## src/rtl/step_sequencer_pkg.sv

```systemverilog
// rtl/step_sequencer_pkg.sv - opcode, ALU op, step index constants and instruction classes for step_sequencer
package step_sequencer_pkg;

    localparam int STEP_W = 7;

    localparam int S1 = 0;
    localparam int S2 = 1;
    localparam int S3 = 2;
    localparam int S4 = 3;
    localparam int S5 = 4;
    localparam int S6 = 5;
    localparam int S7 = 6;

    localparam logic [3:0] OPC_LD   = 4'h0;
    localparam logic [3:0] OPC_ST   = 4'h1;
    localparam logic [3:0] OPC_DATA = 4'h2;
    localparam logic [3:0] OPC_HALT = 4'h7;

    localparam logic [2:0] ALU_ADD = 3'b000;
    localparam logic [2:0] ALU_CMP = 3'b111;

    typedef enum logic [2:0] {
        CLS_NOP,
        CLS_ALU,
        CLS_LD,
        CLS_ST,
        CLS_DATA,
        CLS_HALT
    } instr_cls_t;

    function automatic logic [3:0] reg_sel(input logic [1:0] idx);
        reg_sel = 4'b0001 << idx;
    endfunction

endpackage

```

## src/rtl/step_ring.sv

```systemverilog
// rtl/step_ring.sv - one-hot seven-step ring counter with advance, freeze and asynchronous reset
module step_ring
    import step_sequencer_pkg::*;
(
    input  logic              clk,
    input  logic              reset,
    input  logic              advance,
    input  logic              freeze,
    output logic [STEP_W-1:0] step
);

    always_ff @(posedge clk or posedge reset) begin
        if (reset) begin
            step <= 7'b0000001;
        end else if (advance && !freeze) begin
            step <= {step[STEP_W-2:0], step[STEP_W-1]};
        end
    end

endmodule

```

## src/rtl/step_sequencer.sv

```systemverilog
// rtl/step_sequencer.sv - seven-step control sequencer decoding ir into strobes; optional STEP_SEQUENCER_SINGLE_STEP_EN
module step_sequencer
    import step_sequencer_pkg::*;
#(
    parameter logic [3:0] HALT_OPC = OPC_HALT
) (
    input  logic              clk,
    input  logic              reset,
    input  logic              run,
    input  logic [7:0]        ir,
`ifdef STEP_SEQUENCER_SINGLE_STEP_EN
    input  logic              step_req,
`endif
    output logic [STEP_W-1:0] step,
    output logic              halted,
    output logic              bus1,
    output logic              iar_e,
    output logic              mar_s,
    output logic              acc_s,
    output logic              acc_e,
    output logic              ir_s,
    output logic              iar_s,
    output logic              ram_e,
    output logic              ram_s,
    output logic              tmp_s,
    output logic [3:0]        reg_s,
    output logic [3:0]        reg_e,
    output logic [2:0]        alu_op
);

    instr_cls_t cls;
    logic       step_pulse;
    logic       active;
    logic       halt_hit;
    logic [3:0] ra_sel;
    logic [3:0] rb_sel;

`ifdef STEP_SEQUENCER_SINGLE_STEP_EN
    logic step_req_q;

    always_ff @(posedge clk or posedge reset) begin
        if (reset) begin
            step_req_q <= 1'b0;
        end else begin
            step_req_q <= step_req;
        end
    end

    assign step_pulse = step_req & ~step_req_q;
`else
    assign step_pulse = 1'b1;
`endif

    // Strobes exist only in a cycle that will actually close a step.
    assign active   = run & ~halted & ~reset & step_pulse;
    assign halt_hit = step[S4] & (cls == CLS_HALT);
    assign ra_sel   = reg_sel(ir[3:2]);
    assign rb_sel   = reg_sel(ir[1:0]);

    always_comb begin
        cls = CLS_NOP;
        if (ir[7]) begin
            cls = CLS_ALU;
        end else if (ir[7:4] == OPC_LD) begin
            cls = CLS_LD;
        end else if (ir[7:4] == OPC_ST) begin
            cls = CLS_ST;
        end else if (ir[7:4] == OPC_DATA) begin
            cls = CLS_DATA;
        end else if (ir[7:4] == HALT_OPC) begin
            cls = CLS_HALT;
        end
    end

    step_ring u_step_ring (
        .clk     (clk),
        .reset   (reset),
        .advance (active),
        .freeze  (halt_hit),
        .step    (step)
    );

    always_ff @(posedge clk or posedge reset) begin
        if (reset) begin
            halted <= 1'b0;
        end else if (active && halt_hit) begin
            halted <= 1'b1;
        end
    end

    always_comb begin
        bus1   = 1'b0;
        iar_e  = 1'b0;
        mar_s  = 1'b0;
        acc_s  = 1'b0;
        acc_e  = 1'b0;
        ir_s   = 1'b0;
        iar_s  = 1'b0;
        ram_e  = 1'b0;
        ram_s  = 1'b0;
        tmp_s  = 1'b0;
        reg_s  = 4'b0000;
        reg_e  = 4'b0000;
        alu_op = ALU_ADD;
        if (active) begin
            // DATA reuses the fetch increment in step 4 to step IAR past its operand byte.
            if (step[S1] || (step[S4] && cls == CLS_DATA)) begin
                bus1   = 1'b1;
                iar_e  = 1'b1;
                mar_s  = 1'b1;
                acc_s  = 1'b1;
                alu_op = ALU_ADD;
            end else if (step[S2]) begin
                ram_e = 1'b1;
                ir_s  = 1'b1;
            end else if (step[S3]) begin
                acc_e = 1'b1;
                iar_s = 1'b1;
            end else if (step[S4]) begin
                case (cls)
                    CLS_ALU: begin
                        reg_e = rb_sel;
                        tmp_s = 1'b1;
                    end
                    CLS_LD, CLS_ST: begin
                        reg_e = ra_sel;
                        mar_s = 1'b1;
                    end
                    default: ;
                endcase
            end else if (step[S5]) begin
                case (cls)
                    CLS_ALU: begin
                        reg_e  = ra_sel;
                        acc_s  = 1'b1;
                        alu_op = ir[6:4];
                    end
                    CLS_LD, CLS_DATA: begin
                        ram_e = 1'b1;
                        reg_s = rb_sel;
                    end
                    CLS_ST: begin
                        reg_e = rb_sel;
                        ram_s = 1'b1;
                    end
                    default: ;
                endcase
            end else if (step[S6]) begin
                if (cls == CLS_ALU && ir[6:4] != ALU_CMP) begin
                    acc_e = 1'b1;
                    reg_s = rb_sel;
                end else if (cls == CLS_DATA) begin
                    acc_e = 1'b1;
                    iar_s = 1'b1;
                end
            end
        end
    end

endmodule

```

## config.mk

```make
export PLATFORM = sky130hd
export DESIGN_NAME = step_sequencer
export DESIGN_NICKNAME = d
export VERILOG_FILES = /design/src/rtl/step_sequencer_pkg.sv /design/src/rtl/step_ring.sv /design/src/rtl/step_sequencer.sv
export SDC_FILE = /design/constraint.sdc
export NUM_CORES = 1
export LEC_CHECK = 0
export CAP_MARGIN = 20
export CORE_MARGIN = 3
export CORE_UTILIZATION = 40
export DETAILED_ROUTE_END_ITERATION = 10
export PLACE_DENSITY = 0.89
export SYNTH_ARGS = -nofsm -noshare
export SYNTH_HDL_FRONTEND = slang
export SYNTH_HIERARCHICAL = 1
export SYNTH_SLANG_ARGS = --single-unit
```

## constraint.sdc

```tcl
create_clock -name clk -period 2.14 [get_ports clk]
set_clock_uncertainty 0.2 [all_clocks]
set_input_delay 0.214 -clock clk [delete_from_list [all_inputs] [get_ports clk]]
set_output_delay 0.214 -clock clk [all_outputs]
set_load 0.01 [all_outputs]
```

### Word-level counts from Yosys, hierarchy flattened

Index checks and enable logic that the tools add are counted.

| storage, ports and cells | value |
|---|---|
| register bits after elaboration | 8 |
| bits in latches | 0 |
| RAM bits | 0 |
| ROM bits | 0 |
| input port bits | 11 |
| output and inout port bits | 29 |
| memories kept | 0 |

| operators by class | value |
|---|---|
| add/subtract/negate cells | 0 |
| multipliers | 0 |
| div/mod/pow operators | 0 |
| order comparisons | 0 |
| equality and inequality tests | 9 |
| shift operators | 2 |
| mux-type cells | 83 |
| bitwise logic cells | 5 |
| reduce and logical (&&, ||, !) cells | 9 |

Operators by type and width:

| cell | count |
|---|---|
| 4-bit 2-to-1 mux | 15 |
| 1-bit 2-to-1 mux | 54 |
| 3-bit 2-to-1 mux | 12 |
| 4-bit one-hot mux with 2 select lines | 2 |
| 1-bit by 2-bit << shifter with 4-bit output (first input constant) | 2 |
| 3-bit by 2-bit == test with 1-bit output (second input constant) | 2 |
| 3-bit == test (second input constant) | 2 |
| 4-bit by 1-bit == test with 1-bit output (second input constant) | 1 |
| 4-bit by 2-bit == test with 1-bit output (second input constant) | 1 |
| 4-bit by 3-bit == test with 1-bit output (second input constant) | 1 |
| 1-bit logical AND | 4 |
| 4-bit zero test | 1 |
| 2-bit OR reduction | 2 |
| 1-bit AND | 3 |
| 3-bit by 1-bit == test with 1-bit output (second input constant) | 1 |
| 3-bit != test (second input constant) | 1 |
| 1-bit inverter | 2 |
| 1-bit zero test | 1 |
| 1-bit logical OR | 1 |

### Logic depth before layout (Yosys ltp)

Gate-level depths: netlist (run 1).

| logic depth | value |
|---|---|
| depth in word-level cells | 16 |
| gate-level depth with buffers | 6 |

### Cells and area by module

Netlist (run 1), hierarchy kept.

By module, submodules not included:

| module | times used | cells an instance | area an instance (um2) | sequential area each (um2) |
|---|---|---|---|---|
| step_sequencer | 1 | 79 | 588.1 | 25.0 |
| step_ring | 1 | 17 | 310.3 | 176.4 |

### Worst setup path after synthesis (run 1)

Ideal clock, no wire load.

| path | value |
|---|---|
| path type | register to output |
| from | reg u_step_ring.step[3] |
| to | out reg_s[1] |
| data arrival time | 1.510 ns |
| data required time | 1.726 ns |
| slack | 0.216 ns |
| cell stages (with the launch flop) | 5 |
| buffers on the path | 1 |
| cell sequence | dfrtp_1 -> buf_2 -> nor3_2 -> nand2_1 -> a2111oi_1 |

| between the ends | value |
|---|---|
| word-level cells in the longest chain between the ends | 5 |
| elaborated cells between the ends (all ways) | 7 |

RTL lines:

| element | line | text |
|---|---|---|
| start, declared | step_ring.sv:9 | `output logic [STEP_W-1:0] step` |
| start signal, assigned | step_ring.sv:16 | `step <= {step[STEP_W-2:0], step[STEP_W-1]};` |
| 4-bit 2-to-1 mux | step_sequencer.sv:119 | `end else if (step[S4]) begin` |
| 4-bit 2-to-1 mux | step_sequencer.sv:116 | `end else if (step[S3]) begin` |
| 4-bit 2-to-1 mux | step_sequencer.sv:113 | `end else if (step[S2]) begin` |
| 4-bit 2-to-1 mux * | step_sequencer.sv:107 | `if (step[S1] \|\| (step[S4] && cls == CLS_DATA)) begin` |
| 4-bit 2-to-1 mux * | step_sequencer.sv:105 | `if (active) begin` |
| end, declared | step_sequencer.sv:26 | `output logic [3:0] reg_s,` |

Mark *: on every way between the ends. The rest lies on a longest branch, timed or not.

### Final worst setup path (run 1)

| path | value |
|---|---|
| from | reg halted |
| to | out reg_s[1] |

| between the ends | value |
|---|---|
| word-level cells in the longest chain between the ends | 4 |

RTL lines:

| element | line | text |
|---|---|---|
| start, declared | step_sequencer.sv:15 | `output logic halted,` |
| start signal, assigned | step_sequencer.sv:85 | `halted <= 1'b0;` |
| start signal, assigned | step_sequencer.sv:87 | `halted <= 1'b1;` |
| 1-bit inverter | step_sequencer.sv:55 | `assign active = run & ~halted & ~reset & step_pulse;` |
| 1-bit AND (2 in series) | step_sequencer.sv:55 |  |
| 4-bit 2-to-1 mux | step_sequencer.sv:105 |  |

Every way passes these cells.

==> results of run 1 <==
## cell families after synthesis
group                  Yosys count  synth area share [%]
AOI/OAI and AO/OA               24                  24.4
muxes                            7                  11.7
buffers and inverters           13                  7.66
and+or+nand+nor                 44                  33.8
DFF                              8                  22.4
## area by class of cell
cell class | count | share of cell area [%]
Clock buffer | 4 | 1.47
Inverter | 9 | 2.10
Multi-Input combinational cell | 75 | 46.8
Sequential cell | 8 | 11.4
Tap cell | 27 | 1.89
Timing Repair Buffer | 79 | 36.3
## flip-flops by register name (all words and copies together) (netlist names)
register,cells
u_step_ring/step,7
halted,1
## stage by stage
stage,instance area [um^2],setup slack [ns],TNS [ns],instances
after floorplan,898,0.216,0,96
after global placement,1540,-0.481,-9.72,191
after detailed placement,1540,-0.558,-10.67,191
after CTS,1620,-0.179,-1.10,197
after global routing,1780,-0.141,-0.768,202
final,1780,-0.0883,-0.208,202
## layer usage
layer	part of all wire, %	up-vias	GRT usage [%]
met5	0	-	0
met4	3.0	0	7.23
met3	6.9	19	4.51
met2	53	65	46.5
met1	37	586	26.4
li1	-	536	-
## power by group through the flow
stage,Sequential (mW),Combinational (mW),Clock [mW]
CTS,0.152,0.101,0.123
global route,0.152,0.132,0.133
finish,0.152,0.126,0.120
detailed placement,0.154,0.0959,0
floorplan,0.155,0.0380,0
global placement,0.154,0.0915,0
## repair_timing
action	4_1_cts	5_1_grt
pin swaps	4	8
endpoints found under the setup margin	28	23
setup buffers	3	4
hold buffers	0	1
hold endpoints to repair	0	7
resized for setup	70	40
## worst max-delay path by stage
stage               cells past startpoint        to  slack, ns           startpoint
finish                                  6  reg_s[1]      -0.09               halted
floorplan                               4  reg_s[1]       0.22  u_step_ring/step[3]
global route                            6  reg_s[1]      -0.14               halted
CTS                                     5  reg_s[1]      -0.18               halted
global placement                        6  reg_s[3]      -0.48                ir[7]
detailed placement                      6  reg_s[1]      -0.56                ir[7]
## layout by cell type, fill, tap and decap left out, types with 4 or more instances in the layout
cell type         n
buf_2            10
clkdlybuf4s50_1  13
nand3_1           5
mux2_4            7
dfrtp_1           6
inv_1             8
and3_1            6
dlygate4sd2_1     4
clkdlybuf4s15_2   4
buf_4            37
nor2b_1           4
dlymetal6s2s_1    5
nor2_1            4
a2111oi_4         6
==> metrics, run 1 <==
status=complete, but fails checks; failing checks=setup timing; Critical R2R Capture=u_step_ring/step[6]; most common cell in the netlist=inv_1; Cell Pwr Density=223 nW/um^2; actual slew at the worst max-slew pin=0.451 ns; Critical Path AT=1.81 ns; slew margin rel.=69.9%; Hold Crit Start=u_step_ring/step[6]; WL final=3980 um; Post-Syn Nets=107; Post-synth ARST share=100%; Seq pwr share=38.2%; Synth area leader=dfrtp_1; Worst VDD drop=345 uV; # IOs=40; Worst setup EP type=output port; Clock Path Buffers=2; post-route total power=398 uW; Crit Path Class=flop to output port; Critical Path Max Stage Delay=0.41 ns; #FFs+latches synth=8; total CTS buffers=3; Clk pwr share=30.2%; minimum clock period=2.23 ns; crit share post-route=104%; Max Cap Violations=0; worst min-delay path class=flop to flop; Avg Inst Size Synth=9.36 um^2; Crit path max-delay family=buffers and inverters; via/cell ratio=5.97; CTS tree=yes; row cnt=16; Final Wtd Congestion=0.813; area of the multi-input gates=836 um^2; CP required=1.73 ns; setup violators final=5; Hold Path Depth=1; Die Area=2850 um^2; cells on worst reg2reg path=6; CP startpoint kind=flop; count of unique library cells instantiated by Yosys=40; yosys synthesis warning count=6; Core ar.=2040 um^2; WHS Endpoint=u_step_ring/step[0]; DP HPWL=2530 um; post-synth top area share=19.5%; Cell Area, Synth=898 um^2; Slew Viols, Final=0; drt first pass iters=4; Leakage=0.851 nW; Fillers=105; Crit Path Max Fanout=4; vias in the first global route=1119; R2R Setup Slk=0.07 ns; CTS Sinks=8; initial DRC count=32; largest net degree at the start of global routing=9; vias=1206; Gate Count Post-Synth=96; ys flop type=dfrtp_1; Max stage delay cell, worst path=dfrtp_1; die height=53.4 um; ANT nets after route=0; initial antenna violation count=0; RSZ-0062 raised after global routing=true; Sw Ratio=29.8%; Antenna diodes=0; largest cells by area after synthesis=dfrtp_1, mux2_4, a2111oi_2, and3_1, inv_1; Starting Density=44.0%; root buffer cell=clkbuf_4; grt ovf=0; share of layout cells above drive strength 1=58.9%; Total Nets Final=187; sequential standard cell area=203 um^2; Hold Fails Final Rpt=0; Worst Path Buf+Inv=3; Chip Width=53.4 um; final setup margin=-0.0883 ns; Pint=280 uW; gr usage total=24.3%; Wirelength per Cell=19.7 um; final hold slack=0.361 ns; clock transition at the registers of the reported paths=0.05 ns; Post-synth EDFFs=0; fmax=449 MHz; P_sw=119 uW; crit-path cells=nor4b_4 -> buf_4 -> buf_6 -> nand2_8 -> a2111oi_4 -> buf_2; H-tree depth=1; Finished Core Util=87.4%; reg2reg start=u_step_ring/step[3]; DRC Markers=0; Comb power frac=31.6%; first-pass GRT wire length=5230 um; clk_lat worst skew=0.25 ns; Area Overhead vs Synth=98.6%; Seq/Total Area, Yosys=22.4%; Post-synth top cells=inv_1, dfrtp_1, mux2_4; IO buf count=39
Note: power is estimated with default switching activity, not from simulation.
==> run 2, diff against run 1 <==
--- a/config.mk
+++ b/config.mk
@@ -8,7 +8,9 @@
 export CAP_MARGIN = 20
 export CORE_MARGIN = 3
 export CORE_UTILIZATION = 40
+export CTS_CLUSTER_SIZE = 8
 export DETAILED_ROUTE_END_ITERATION = 10
+export HOLD_SLACK_MARGIN = 0.12
 export PLACE_DENSITY = 0.89
 export SYNTH_ARGS = -nofsm -noshare
 export SYNTH_HDL_FRONTEND = slang
==> results of run 2 <==
Same layout as run 1: the final DEF is identical, and so are final timing and power.
